**src/rtl/ascensor_pkg.sv**
```systemverilog
// ascensor_pkg: constants shared by the elevator controller blocks.
//   N_BOTONES        : number of request buttons (cabin + hall up + hall down)
//   BASE_CABINA/SUBE/BAJA : first bit of each button group inside the vector
//   mascara_servicio : request bits served while the door is open at a floor
package ascensor_pkg;

    localparam int unsigned PISOS_ASCENSOR = 4;
    localparam int unsigned N_BOTONES      = 3 * PISOS_ASCENSOR - 2;
    localparam int unsigned BASE_CABINA    = 0;
    localparam int unsigned BASE_SUBE      = 4;
    localparam int unsigned BASE_BAJA      = 7;

    localparam logic [N_BOTONES-1:0] BIT_UNO = N_BOTONES'(1);

    // Cabin bit always; hall-up only below the top floor; hall-down only
    // above the ground floor (hall-down group starts at floor 1).
    function automatic logic [N_BOTONES-1:0] mascara_servicio(input logic [1:0] piso);
        logic [N_BOTONES-1:0] m;
        m = '0;
        m = m | (BIT_UNO << (BASE_CABINA + 32'(piso)));
        if (32'(piso) < PISOS_ASCENSOR - 1)
            m = m | (BIT_UNO << (BASE_SUBE + 32'(piso)));
        if (piso != 2'd0)
            m = m | (BIT_UNO << (BASE_BAJA + 32'(piso) - 1));
        return m;
    endfunction

endpackage

```
**src/rtl/antirrebote.sv**
```systemverilog
// antirrebote: one push-button conditioning chain.
//   2-flop synchronizer -> debounce filter (level) -> previous level -> edge.
// Ports:
//   clk     : system clock, rising edge
//   reset_n : asynchronous active-low reset
//   boton   : raw asynchronous button, active-high
//   sube    : one-cycle rising-edge pulse of the debounced level
// Configuration: with ANTIRREBOTE_EN defined the level passes through a
// DEB_CICLOS-sample stability filter; otherwise the synchronized level is
// used directly and DEB_CICLOS is ignored.
module antirrebote #(
    parameter int unsigned DEB_CICLOS = 4
) (
    input  logic clk,
    input  logic reset_n,
    input  logic boton,
    output logic sube
);

    logic sinc1_q, sinc2_q;
    logic nivel;
    logic nivel_prev_q;

`ifdef ANTIRREBOTE_EN
    logic       nivel_q, nivel_d;
    logic [7:0] cnt_q, cnt_d;

    // Counter measures how long s2 has disagreed with the accepted level;
    // any agreement restarts it, so short pulses and gaps never win.
    always_comb begin
        nivel_d = nivel_q;
        cnt_d   = '0;
        if (sinc2_q != nivel_q) begin
            if (cnt_q == 8'(DEB_CICLOS - 1)) begin
                nivel_d = sinc2_q;
                cnt_d   = '0;
            end else begin
                cnt_d = cnt_q + 8'd1;
            end
        end
    end

    always_ff @(posedge clk or negedge reset_n) begin
        if (!reset_n) begin
            nivel_q <= 1'b0;
            cnt_q   <= '0;
        end else begin
            nivel_q <= nivel_d;
            cnt_q   <= cnt_d;
        end
    end

    assign nivel = nivel_q;
`else
    assign nivel = sinc2_q;
`endif

    always_ff @(posedge clk or negedge reset_n) begin
        if (!reset_n) begin
            sinc1_q      <= 1'b0;
            sinc2_q      <= 1'b0;
            nivel_prev_q <= 1'b0;
        end else begin
            sinc1_q      <= boton;
            sinc2_q      <= sinc1_q;
            nivel_prev_q <= nivel;
        end
    end

    assign sube = nivel & ~nivel_prev_q;

endmodule

```
**src/rtl/interfaz_entrada.sv**
```systemverilog
// interfaz_entrada: elevator input interface. Conditions the raw buttons and
// latches them as pending floor requests, cleared when a floor is served.
// Ports:
//   clk            : system clock, rising edge
//   reset_n        : asynchronous active-low reset
//   botones        : raw buttons [3:0] cabin, [6:4] hall up, [9:7] hall down
//   piso_actual    : floor the car is at
//   puerta_abierta : door open at piso_actual (that floor is being served)
//   pisos          : latched pending requests, same mapping as botones
//   nuevo          : one-cycle pulse when any pisos bit goes 0->1
// Configuration: ANTIRREBOTE_EN enables the debounce filter in antirrebote.
module interfaz_entrada
    import ascensor_pkg::*;
#(
    parameter int unsigned N_PISOS    = 4,
    parameter int unsigned DEB_CICLOS = 4
) (
    input  logic                         clk,
    input  logic                         reset_n,
    input  logic [N_BOTONES-1:0]         botones,
    input  logic [$clog2(N_PISOS)-1:0]   piso_actual,
    input  logic                         puerta_abierta,
    output logic [N_BOTONES-1:0]         pisos,
    output logic                         nuevo
);

    logic [N_BOTONES-1:0] sube;
    logic [N_BOTONES-1:0] limpiar;
    logic [N_BOTONES-1:0] pisos_q, pisos_d;
    logic                 nuevo_q, nuevo_d;

    for (genvar i = 0; i < N_BOTONES; i++) begin : g_boton
        antirrebote #(
            .DEB_CICLOS(DEB_CICLOS)
        ) u_antirrebote (
            .clk    (clk),
            .reset_n(reset_n),
            .boton  (botones[i]),
            .sube   (sube[i])
        );
    end

    // Clear is applied after set so a request for the floor being served
    // is dropped immediately and never announced.
    always_comb begin
        limpiar = '0;
        if (puerta_abierta)
            limpiar = mascara_servicio(piso_actual);
        pisos_d = (pisos_q | sube) & ~limpiar;
        nuevo_d = |(sube & ~pisos_q & ~limpiar);
    end

    always_ff @(posedge clk or negedge reset_n) begin
        if (!reset_n) begin
            pisos_q <= '0;
            nuevo_q <= 1'b0;
        end else begin
            pisos_q <= pisos_d;
            nuevo_q <= nuevo_d;
        end
    end

    assign pisos = pisos_q;
    assign nuevo = nuevo_q;

endmodule

```
**config.mk**
```make
export PLATFORM = sky130hd
export DESIGN_NAME = interfaz_entrada
export DESIGN_NICKNAME = d
export VERILOG_FILES = /design/src/rtl/ascensor_pkg.sv /design/src/rtl/antirrebote.sv /design/src/rtl/interfaz_entrada.sv
export SDC_FILE = /design/constraint.sdc
export NUM_CORES = 1
export LEC_CHECK = 0
export BUFFER_PORTS_ARGS = -buffer_cell sky130_fd_sc_hd__buf_2
export CAP_MARGIN = 40
export CORE_MARGIN = 3
export CORE_UTILIZATION = 35
export CTS_BUF_LIST = sky130_fd_sc_hd__clkbuf_8 sky130_fd_sc_hd__clkbuf_16
export CTS_CLUSTER_SIZE = 25
export DETAILED_ROUTE_END_ITERATION = 6
export GPL_TIMING_DRIVEN = 0
export SYNTH_ARGS = -nofsm -noshare
export SYNTH_HDL_FRONTEND = slang
export SYNTH_SLANG_ARGS = --single-unit
```
**constraint.sdc**
```tcl
create_clock -name clk -period 1.6 [get_ports clk]
set_input_delay 0.24 -clock clk [delete_from_list [all_inputs] [get_ports clk]]
set_output_delay 0.24 -clock clk [all_outputs]
set_load 0.01 [all_outputs]
```
* Word-level counts from Yosys, hierarchy flattened
Index checks and enable logic that the tools add are counted.
** Storage, ports and cells
- Register bits :: 41
- Output and inout port bits :: 11
- Word-level logic and storage cells :: 73
** Operators by class
- $add $sub $neg :: 3
- Magnitude comparators :: 1
- Shifts and indexed selects :: 3
- Mux-type cells :: 4
- Bitwise gates (word level) :: 28
- Reductions and logical operators :: 2
** Operators by type and width (number)
- 10-bit two-way mux :: 4
- 1-bit by 32-bit << shifter with 10-bit output, first input constant :: 1
- 10-bit bitwise AND :: 3
- 10-bit OR :: 3
- 10-bit inverter :: 2
- 1-bit bitwise AND :: 10
- 1-bit inverter :: 10
- 10-bit OR reduction :: 1
- 1-bit by 2-bit << shifter with 10-bit output, first input constant :: 1
- 1-bit by 4-bit << shifter with 10-bit output, first input constant :: 1
- 3-bit by 2-bit adder with 4-bit output, first input constant :: 2
- 4-bit by 1-bit subtractor with 5-bit output, second input constant :: 1
- 2-bit less-than comparator, second input constant :: 1
- 2-bit nonzero test :: 1

* Longest topological paths before layout
- Word-level depth :: 11
- Gate-level depth with buffers :: 4

* By module
From an unflattened synthesis, not the netlist that was laid out.
** Unflattened totals
- Cell total of the unflattened synthesis :: 88
- Area total of the unflattened synthesis :: 1386.3 µm²
** Modules (own cells, without submodules)
- antirrebote :: times used 10, cells each 4, area each 88.8 µm², sequential area each 75.1 µm²
- interfaz_entrada :: times used 1, cells each 48, area each 498.0 µm², sequential area each 275.3 µm²

* Worst setup path before layout
No wires, ideal clock.
- Kind :: reg-to-reg
- From :: register g_boton[8].u_antirrebote.sinc2_q
- To :: register nuevo_q, in the netlist nuevo
- Data arrival time :: 1108 ps
- Required time :: 1471 ps
- Setup slack :: 362 ps
- Cell stages (with the launch flop) :: 5
- Path buffers :: 0
- Cells stage by stage :: dfrtp_1 > nor2b_4 > a221o_1 > a221oi_2 > o22ai_1
** Between the ends
- Longest elaborated chain between the ends :: 4
** Ends and longest elaborated chain
- start: declaration :: RTL line antirrebote.sv:20 : logic sinc1_q, sinc2_q;
- start signal: assignment :: RTL line antirrebote.sv:65 : sinc2_q <= sinc1_q;
- 1-bit bitwise AND :: RTL line antirrebote.sv:70 : assign sube = nivel & ~nivel_prev_q;
- 10-bit bitwise AND (2 in a row) :: RTL line interfaz_entrada.sv:50 : nuevo_d = |(sube & ~pisos_q & ~limpiar);
- 10-bit OR reduction :: RTL line interfaz_entrada.sv:50
- net nuevo_d :: RTL line interfaz_entrada.sv:30 : logic nuevo_q, nuevo_d;
- end signal: assignment :: RTL line interfaz_entrada.sv:59 : nuevo_q <= nuevo_d;
- end: declaration :: RTL line interfaz_entrada.sv:30
The timed path passes the listed nets, and every way through them passes these cells.

* Worst setup path after layout
Same ends and word-level chain as after synthesis.

==> results.cfg <==
[status]
status = completed

[detailed_routing]
ant_nets = 0
drcViolationCount = 0
drt-pass1-iter-count = 4
finalWirelength_mm = 1.87
vias = 720
avgViaCountPerCell = 4.39
wl_per_cell_um = 11.4
drt_iter0_drc = 31

[final_layout]
diodes = 0
fin_cells = 164
fill_cells = 324
syn2layout_area_growth_pct = 22.4
final_common_cell = dfrtp_1
layout_common_cells = dfrtp_1 (41), buf_2 (25), inv_1 (7), o21a_1 (7)
layout-drive-gt1-share_pct = 29.7
postLayoutCellArea_um2 = 1610
finalNetCount = 134

[power_and_ir_drop]
power.density_nw_per_um2 = 1200
seq_power_share_pct = 59.8
power.internal_mw = 1.49
swShare_pct = 22.7
power.share.clock_pct = 30.6
switching_power_uw = 438
peakVddDrop_mv = 0.721
p_leak_nw = 0.745
comb_power_share_pct = 9.6

[worst_hold_path]
hold_path_class = primary input to flop

[timing]
post-route-period-util_pct = 84.2
min_period_ns = 1.35
fmax_mhz = 743
skew_ns = 0.00629
setup_viol = 0
hold_viol_final = 0
fin_setup_tns_ns = 0
tightest_slew_ns = 0.414
slew_headroom_pct = 72.4
slew_viol_final = 0
rsz0062_at_grt = false

[worst_setup_path]
slowest_delay_ns = 0.39
path_cells = nor2b_4, a221o_1, a221oi_2, o22ai_1
path_class = flop to flop
crit_arrival_ns = 1.51
cp_slowest_cell = dfrtp_1
crit_required_ns = 1.76
start_kind = flop
critPathCaptureType = flop
worstPathMaxFanout = 2

[global_route]
grt_pass1_wl_mm = 3.35
grt_max_degree = 26
grt.overflow.total = 0
grt_use_total_pct = 10.3
antenna_found_initial = 0
grt_pass1_vias = 755

[clock_network]
cts_tree = done
clk_latency_ns = 0.28
cts_made_buffers = 5
htree_num_levels = 2
cts-root-buf = clkbuf_8
cts_setup_buffers = 0
clock_path_buffers = 2
cts_sinks = 41
path_clk_slew_ns = 0.07

[synthesis]
yosysSeqAreaShare_pct = 78.2
yosysWarnings = 0
synthesis.area_um2 = 1310
synthCells = 85
synth.avg_cell_area_um2 = 15.4
synth_top_area_share_pct = 78.2
syn-num-nets = 100
synthDistinctLibCells = 21
ys_seq_elements = 41
synth.area.top_cells = dfrtp_1 (78%), o21a_1 (4.0%), nor2b_1 (2.4%)
synth_top_cell_by_area = dfrtp_1

[job]
drv_cap = 0

[floorplanning]
die_w_um = 67.2
die_h_um = 67.2
start_util_pct = 37.8
row_count = 21
coreArea_um2 = 3470
io_pins = 26
die-area_um2 = 4520

[placed_design]
dp_hpwl_mm = 1.39
placed_cells = 157
place.gp.congestion = 0.759
portBuffers = 25
dpl_cell_area_um2 = 1520
-- sequential cells by signal (all words and copies together) (netlist names) --
register                            flops
g_boton.u_antirrebote.nivel_prev_q     10
nuevo                                   1
pisos                                  10
g_boton.u_antirrebote.nivel            10
g_boton.u_antirrebote.sinc1_q          10
-- through the flow --
stage          hold WS [ns]  setup slack [ns]  total power [mW]  util [%]
6_report             0.0573             0.254              1.93      46.3
5_1_grt              0.0444             0.218              2.03      46.3
4_1_cts              0.0512             0.263              1.96      46.3
3_5_place_dp          0.204             0.277              1.36      43.9
3_3_place_gp          0.331             0.289              1.34      43.1
2_1_floorplan       -0.0556             0.362              1.26         -
-- per-layer routing --
metal,global-route usage [%],vias to the layer above,part of all wire [%]
met2,14.7,22,45
met5,0,-,0
met4,5.32,0,1.5
met1,13.1,346,45
li1,-,347,-
met3,4.49,5,7.7
-- path summary, 6_finish.rpt --
kind                                             startpoint                               endpoint  slack, ns  depth (start not counted)
min in group asynchronous                           reset_n  g_boton[0].u_antirrebote.nivel_prev_q       0.42                          2
setup / recovery             g_boton[8].u_antirrebote.nivel                                  nuevo       0.25                          4
setup reg to reg             g_boton[8].u_antirrebote.nivel                                  nuevo       0.25                          4
hold reg to reg            g_boton[7].u_antirrebote.sinc1_q         g_boton[7].u_antirrebote.nivel       0.35                          0
max in group asynchronous                           reset_n       g_boton[1].u_antirrebote.sinc1_q       0.73                          3
hold / removal                                   botones[2]       g_boton[2].u_antirrebote.sinc1_q       0.06                          1
-- cell usage after synthesis, drive strengths merged --
cell type and instances:
dfrtp 41, inv 8, o21a 7, nor2b 6
nor2 4, nor3b 4, a21oi 2, nand3b 2
a211oi 1, a21boi 1, a221o 1, a221oi 1
a22o 1, clkinv 1, nand2b 1, nand3 1
nor4b 1, o22ai 1, o32ai 1
-- final cells by class --
type / count / area, µm² / area share (%)
Sequential cell: 41 / 1030 / 63.9
Multi-Input combinational cell: 35 / 251 / 15.7
Timing Repair Buffer: 27 / 163 / 10.1
Clock buffer: 5 / 68.8 / 4.29
Tap cell: 46 / 57.6 / 3.59
Inverter: 9 / 33.8 / 2.10
Clock inverter: 1 / 5.00 / 0.312
-- worst max-delay path, delay by kind of cell, from the launching register on --
family             cells  cell delay [ns]
AOI/OAI and AO/OA      3             0.70
DFF                    1             0.39
and+or+nand+nor        1             0.14
-- logic make-up after synthesis --
group,count (synthesis),synth area share (%)
buf+inv,9,2.58
simple gates,19,9.54
flops,41,78.2
compound gates,16,9.64
-- power by group through the flow --
stage	Combinational (mW)	Sequential, mW	Clock, mW
final	0.185	1.15	0.590
after global routing	0.210	1.16	0.659
after CTS	0.191	1.15	0.612
after detailed placement	0.189	1.17	0
after global placement	0.177	1.17	0
after floorplan	0.0704	1.18	0
-- timing repair --
action | 4_1_cts | 5_1_grt
endpoints found under the hold margin | 16 | 0
hold buffers | 1 | 0
gates resized for setup | 0 | 0
Power figures use the tool's default switching activity.
